`src/rtl/dl_ram_arbiter.sv`:
```
// rtl/dl_ram_arbiter.sv - shares one external RAM port between the download path and the CPU
//
// Download bytes are queued in a small FIFO and always win arbitration. The CPU is
// held in reset while a download is active, while the FIFO holds data, and while
// a download write is in flight. Once all of these are clear, the CPU gets plain
// req/ack access to the RAM.
//
// Optional feature: define DL_CHECKSUM_EN to add a 16-bit running sum of the
// downloaded bytes. The sum is exposed on the checksum port.
//
// Ports:
//   clk, reset_n                         clock, asynchronous active-low reset
//   dl_active, dl_wr, dl_addr, dl_data   download stream (one-cycle write strobe)
//   cpu_req/we/addr/wdata                CPU request, level, held until cpu_ack
//   cpu_rdata, cpu_ack                   CPU read data, one-cycle completion pulse
//   cpu_reset                            active-high hold-in-reset for the CPU core
//   mem_req/we/addr/wdata                RAM request, registered, held until mem_ack
//   mem_rdata, mem_ack                   RAM read data, one-cycle completion pulse
//   checksum                             (DL_CHECKSUM_EN only) sum of downloaded bytes
//   overflow                             sticky flag: a download byte was dropped
module dl_ram_arbiter #(
    parameter int AW        = 25,
    parameter int DW        = 8,
    parameter int FIFO_LOG2 = 2
) (
    input  logic          clk,
    input  logic          reset_n,
    input  logic          dl_active,
    input  logic          dl_wr,
    input  logic [AW-1:0] dl_addr,
    input  logic [DW-1:0] dl_data,
    input  logic          cpu_req,
    input  logic          cpu_we,
    input  logic [AW-1:0] cpu_addr,
    input  logic [DW-1:0] cpu_wdata,
    output logic [DW-1:0] cpu_rdata,
    output logic          cpu_ack,
    output logic          cpu_reset,
    output logic          mem_req,
    output logic          mem_we,
    output logic [AW-1:0] mem_addr,
    output logic [DW-1:0] mem_wdata,
    input  logic [DW-1:0] mem_rdata,
    input  logic          mem_ack,
`ifdef DL_CHECKSUM_EN
    output logic [15:0]   checksum,
`endif
    output logic          overflow
);

    localparam int DEPTH = 1 << FIFO_LOG2;
    localparam logic [FIFO_LOG2:0] FULL_CNT = (FIFO_LOG2+1)'(DEPTH);

    typedef enum logic [1:0] {S_IDLE, S_DL, S_CPU} state_t;

    state_t state, state_nxt;

    logic [AW+DW-1:0]   fifo_mem [DEPTH];
    logic [FIFO_LOG2-1:0] wr_ptr, rd_ptr;
    logic [FIFO_LOG2:0] count;
    logic               fifo_empty, fifo_full, push, pop;
    logic [AW+DW-1:0]   head;
    logic               dl_active_q, dl_rise;

    logic          mem_req_nxt, mem_we_nxt, cpu_ack_nxt, cpu_reset_nxt;
    logic [AW-1:0] mem_addr_nxt;
    logic [DW-1:0] mem_wdata_nxt, cpu_rdata_nxt;

    assign fifo_empty = (count == '0);
    assign fifo_full  = (count == FULL_CNT);
    assign pop        = (state == S_IDLE) && !fifo_empty;
    // A full FIFO still accepts a byte when the head leaves in the same cycle.
    assign push       = dl_wr && (!fifo_full || pop);
    assign head       = fifo_mem[rd_ptr];
    assign dl_rise    = dl_active && !dl_active_q;

    // FIFO storage needs no reset; validity is tracked by count.
    always_ff @(posedge clk) begin
        if (push)
            fifo_mem[wr_ptr] <= {dl_addr, dl_data};
    end

    always_ff @(posedge clk or negedge reset_n) begin
        if (!reset_n) begin
            wr_ptr      <= '0;
            rd_ptr      <= '0;
            count       <= '0;
            overflow    <= 1'b0;
            dl_active_q <= 1'b0;
        end else begin
            dl_active_q <= dl_active;
            if (push)
                wr_ptr <= wr_ptr + 1'b1;
            if (pop)
                rd_ptr <= rd_ptr + 1'b1;
            if (push && !pop)
                count <= count + 1'b1;
            else if (pop && !push)
                count <= count - 1'b1;
            // A drop in the same cycle as a new download start is still reported.
            if (dl_wr && !push)
                overflow <= 1'b1;
            else if (dl_rise)
                overflow <= 1'b0;
        end
    end

    // State register; the RAM/CPU-side outputs are registered alongside it.
    always_ff @(posedge clk or negedge reset_n) begin
        if (!reset_n) begin
            state     <= S_IDLE;
            mem_req   <= 1'b0;
            mem_we    <= 1'b0;
            mem_addr  <= '0;
            mem_wdata <= '0;
            cpu_ack   <= 1'b0;
            cpu_rdata <= '0;
            cpu_reset <= 1'b1;
        end else begin
            state     <= state_nxt;
            mem_req   <= mem_req_nxt;
            mem_we    <= mem_we_nxt;
            mem_addr  <= mem_addr_nxt;
            mem_wdata <= mem_wdata_nxt;
            cpu_ack   <= cpu_ack_nxt;
            cpu_rdata <= cpu_rdata_nxt;
            cpu_reset <= cpu_reset_nxt;
        end
    end

    always_comb begin
        state_nxt = state;
        case (state)
            S_IDLE: begin
                if (!fifo_empty)
                    state_nxt = S_DL;
                else if (cpu_req && !cpu_reset)
                    state_nxt = S_CPU;
            end
            S_DL:    if (mem_ack) state_nxt = S_IDLE;
            S_CPU:   if (mem_ack) state_nxt = S_IDLE;
            default: state_nxt = S_IDLE;
        endcase
    end

    always_comb begin
        mem_req_nxt   = mem_req;
        mem_we_nxt    = mem_we;
        mem_addr_nxt  = mem_addr;
        mem_wdata_nxt = mem_wdata;
        cpu_ack_nxt   = 1'b0;
        cpu_rdata_nxt = cpu_rdata;
        // cpu_reset only gates new grants; an issued CPU access always completes.
        cpu_reset_nxt = dl_active || !fifo_empty || (state == S_DL);
        case (state)
            S_IDLE: begin
                if (!fifo_empty) begin
                    mem_req_nxt   = 1'b1;
                    mem_we_nxt    = 1'b1;
                    mem_addr_nxt  = head[AW+DW-1:DW];
                    mem_wdata_nxt = head[DW-1:0];
                end else if (cpu_req && !cpu_reset) begin
                    mem_req_nxt   = 1'b1;
                    mem_we_nxt    = cpu_we;
                    mem_addr_nxt  = cpu_addr;
                    mem_wdata_nxt = cpu_wdata;
                end
            end
            S_DL: begin
                if (mem_ack)
                    mem_req_nxt = 1'b0;
            end
            S_CPU: begin
                if (mem_ack) begin
                    mem_req_nxt = 1'b0;
                    cpu_ack_nxt = 1'b1;
                    if (!mem_we)
                        cpu_rdata_nxt = mem_rdata;
                end
            end
            default: ;
        endcase
    end

`ifdef DL_CHECKSUM_EN
    always_ff @(posedge clk or negedge reset_n) begin
        if (!reset_n)
            checksum <= 16'h0000;
        else if (dl_rise)
            checksum <= 16'h0000;
        else if (state == S_DL && mem_ack)
            checksum <= checksum + 16'(mem_wdata);
    end
`endif

endmodule

```
`config.mk`:
```
export PLATFORM = sky130hd
export DESIGN_NAME = dl_ram_arbiter
export DESIGN_NICKNAME = d
export VERILOG_FILES = /design/src/rtl/dl_ram_arbiter.sv
export SDC_FILE = /design/constraint.sdc
export NUM_CORES = 1
export LEC_CHECK = 0
export ABC_AREA = 1
export CAP_MARGIN = 20
export CORE_MARGIN = 2
export CORE_UTILIZATION = 40
export DETAILED_ROUTE_END_ITERATION = 8
export PLACE_DENSITY = 0.64
export RECOVER_POWER = 50
export SLEW_MARGIN = 40
export SYNTH_ARGS = -nofsm -noshare
export SYNTH_HDL_FRONTEND = slang
export SYNTH_SLANG_ARGS = --single-unit
```
`constraint.sdc`:
```
create_clock -name clk -period 5.1 [get_ports clk]
set_input_delay 0.765 -clock clk [delete_from_list [all_inputs] [get_ports clk]]
set_output_delay 0.765 -clock clk [all_outputs]
set_load 0.005 [all_outputs]
```
==> results.sh <==
export IMPL_status="complete, no violations"
export IMPL_syn_to_final_growth_pct=27.4
export IMPL_clock_sinks=188
export IMPL_core_area_um2=19500
export IMPL_tns_ns=0
export IMPL_via_count=5410
export IMPL_grt_pass1_wl_um=26500
export IMPL_worst_ep_arrival_time_ns=2.89
export IMPL_hold_buffers=0
export IMPL_num_rows=51
export IMPL_finalSetupViolCount=0
export IMPL_synthTopCellsByArea="edfxtp_1, dfrtp_1, nand2_1"
export IMPL_power_frac_clock=0.233
export IMPL_fill_cells=1761
export IMPL_drive_above_1_share=0.0662
export IMPL_hp_class="in2async"
export IMPL_seq_power_share=0.399
export IMPL_cts_tree="built"
export IMPL_hpwl_um=10700
export IMPL_switching_share=0.354
export IMPL_grt_max_degree=82
export IMPL_synth_cells=772
export IMPL_wl_per_cell_um=14.2
export IMPL_critPathMaxFanout=8
export IMPL_antenna_found_initial=0
export IMPL_cts_resized_gates=0
export IMPL_layout_min_cycle_time_ns=2.59
export IMPL_async_reset_ff_frac=0.298
export IMPL_p_comb_frac=0.369
export IMPL_grt_usage=0.168
export IMPL_synthesis_area_um2=7910
export IMPL_fp_dieH_um=145
export IMPL_ys_seq_elements=188
export IMPL_die_area_um2=20900
export IMPL_final_cells=1172
export IMPL_worstMarginPinSlew_ns=0.816
export IMPL_syn_area_per_cell_um2=10.2
export IMPL_viasPerCell=4.62
export IMPL_synth_seq_area_share=0.678
export IMPL_period_share=0.509
export IMPL_end_kind="flop"
export IMPL_wl_um=16600
export IMPL_yosysTopAreaCellShare=0.501
export IMPL_cts_buffer_depth=2
export IMPL_cp_start_kind="flop"
export IMPL_placed_cells=1140
export IMPL_gp_congestion=0.719
export IMPL_hold_violations=0
export IMPL_p_leak_nw=4.32
export IMPL_clk_latency_ns=0.42
export IMPL_io_pins=127
export IMPL_drc=0
export IMPL_cts_buffers=17
export IMPL_syn_nets=863
export IMPL_max_clock_freq_mhz=386
export IMPL_yosysWarnings=0
export IMPL_rsz0062_at_grt="no"
export IMPL_dr_pass1_iters=5
export IMPL_htree_levels=4
export IMPL_synth_flop_cell="edfxtp_1"
export IMPL_cp_required_ns=5.40
export IMPL_p_int_mw=3.64
export IMPL_slew_violations=0
export IMPL_pwr_density_cell_nw_per_um2=560
export IMPL_timing_slew_headroom=0.456
export IMPL_clk_pin_slew_ns=0.07
export IMPL_ir_drop_mv=0.412
export IMPL_ant_nets=0
export IMPL_skew_ns=0.00747
export IMPL_nets=985
export IMPL_grt_pass1_vias=5191
export IMPL_grt_overflow=0
export IMPL_die_w_um=145
export IMPL_initialDrtViolationCount=323
export IMPL_cts_setup_buffers=0
export IMPL_max_cap_violations=0
export IMPL_diodes=0
export IMPL_critPathKind="reg2reg"
export IMPL_yosysMostFrequentCell="nand2_1"
export IMPL_port_buffers=126
export IMPL_switchingPower_mw=2.00
export IMPL_synth_common_cells="nand2_1, edfxtp_1, nand3_1"
export IMPL_ys_types=26
export IMPL_clockRootBuffer="clkbuf_16"
export IMPL_synth_top_area_cell="edfxtp_1"
export IMPL_synth_edf_count=132
export IMPL_start_util=0.406
-- cell type report --
class | count | area (um^2) | area share
Timing Repair Buffer | 139 | 1420 | 0.141
Sequential cell | 188 | 5370 | 0.533
Multi-Input combinational cell | 512 | 2230 | 0.221
Clock inverter | 12 | 135 | 0.0134
Inverter | 36 | 138 | 0.0137
Tap cell | 265 | 332 | 0.0329
Clock buffer | 20 | 457 | 0.0453
-- layout by cell type (no fill, tap or decap), drive strengths merged, types with 2 or more instances in the layout --
cell           synthesis  layout
dfrtp                 55      55
buf                   30      13
nand3                 80      80
nand2                319     319
clkbuf                 6      21
ha                     9       9
or2                   15      15
clkdlybuf4s50          0      86
bufinv                 0       2
dlygate4sd3            0      39
edfxtp               132     132
clkinv                 2       7
o21ai                  6       6
a21oi                  2       2
inv                   34      38
nor2                  74      74
xor2                   3       3
-- per-stage QoR --
step / cell area [um^2] / worst slack, ns / hold slack, ns / util / power (mW)
final: 10100 / 2.51 / 0.418 / 0.518 / 5.64
after global routing: 10100 / 2.26 / 0.486 / 0.518 / 6.07
after CTS: 10100 / 2.51 / 0.474 / 0.518 / 5.72
after detailed placement: 9490 / 2.22 / 0.457 / 0.488 / 4.40
after global placement: 9370 / 2.19 / 0.454 / 0.481 / 4.31
after floorplan: 7910 / 2.28 / 0.452 / - / 3.63
-- cells by family (layout without fill, tap and decap cells) --
logic type	Yosys count	count (layout)	share of synthesized area
simple gates	489	489	0.251
flops	188	188	0.678
buf+inv	72	207	0.0429
fa+ha+maj	10	10	0.0168
compound gates	8	8	0.00506
xor+xnor	4	4	0.00443
mux	1	1	0.00142
-- critical path: stages (launching register included) --
cell and delay, ns:
dfrtp_1 0.40, inv_1 0.11, ha_1 0.34, nor2_1 0.11
nand2_1 0.07, nand2_1 0.25, inv_1 0.20, ha_1 0.16
inv_1 0.06, fa_1 0.38, a21oi_1 0.14, o21ai_0 0.11
xor2_1 0.15
-- flip-flops by register name (all words and copies together), names as in the netlist, 2 cells and up --
| name | cells |
|---|---|
| count | 3 |
| cpu_rdata | 8 |
| fifo_mem | 132 |
| mem_addr | 25 |
| mem_wdata | 8 |
| rd_ptr | 2 |
| state | 2 |
| wr_ptr | 2 |
-- routing by layer --
metal	GRT usage	part of all wire
met5	0	0
met4	0.0567	0.012
met3	0.0374	0.056
met2	0.269	0.46
met1	0.226	0.48
-- power by group through the flow --
stage                     clock network (mW)  logic [mW]  registers, mW
final                                   1.31        2.08           2.25
after floorplan                            0        1.39           2.24
after detailed placement                   0        2.12           2.28
after CTS                               1.34        2.13           2.26
after global routing                    1.39        2.39           2.29
after global placement                     0        2.03           2.29
-- path summary, 6_finish.rpt --
| kind | from | to | slack, ns | cells past startpoint |
|---|---|---|---|---|
| max | state[1] | count[2] | 2.51 | 12 |
| min | reset_n | mem_addr[12] | 0.42 | 2 |
| max reg2reg | state[1] | count[2] | 2.51 | 12 |
| min reg2reg | cpu_rdata[1] | cpu_rdata[1] | 0.47 | 2 |
| max in group asynchronous | reset_n | rd_ptr[0] | 4.28 | 2 |
| min in group clk | cpu_rdata[1] | cpu_rdata[1] | 0.47 | 2 |
Power figures use the tool's default switching activity.
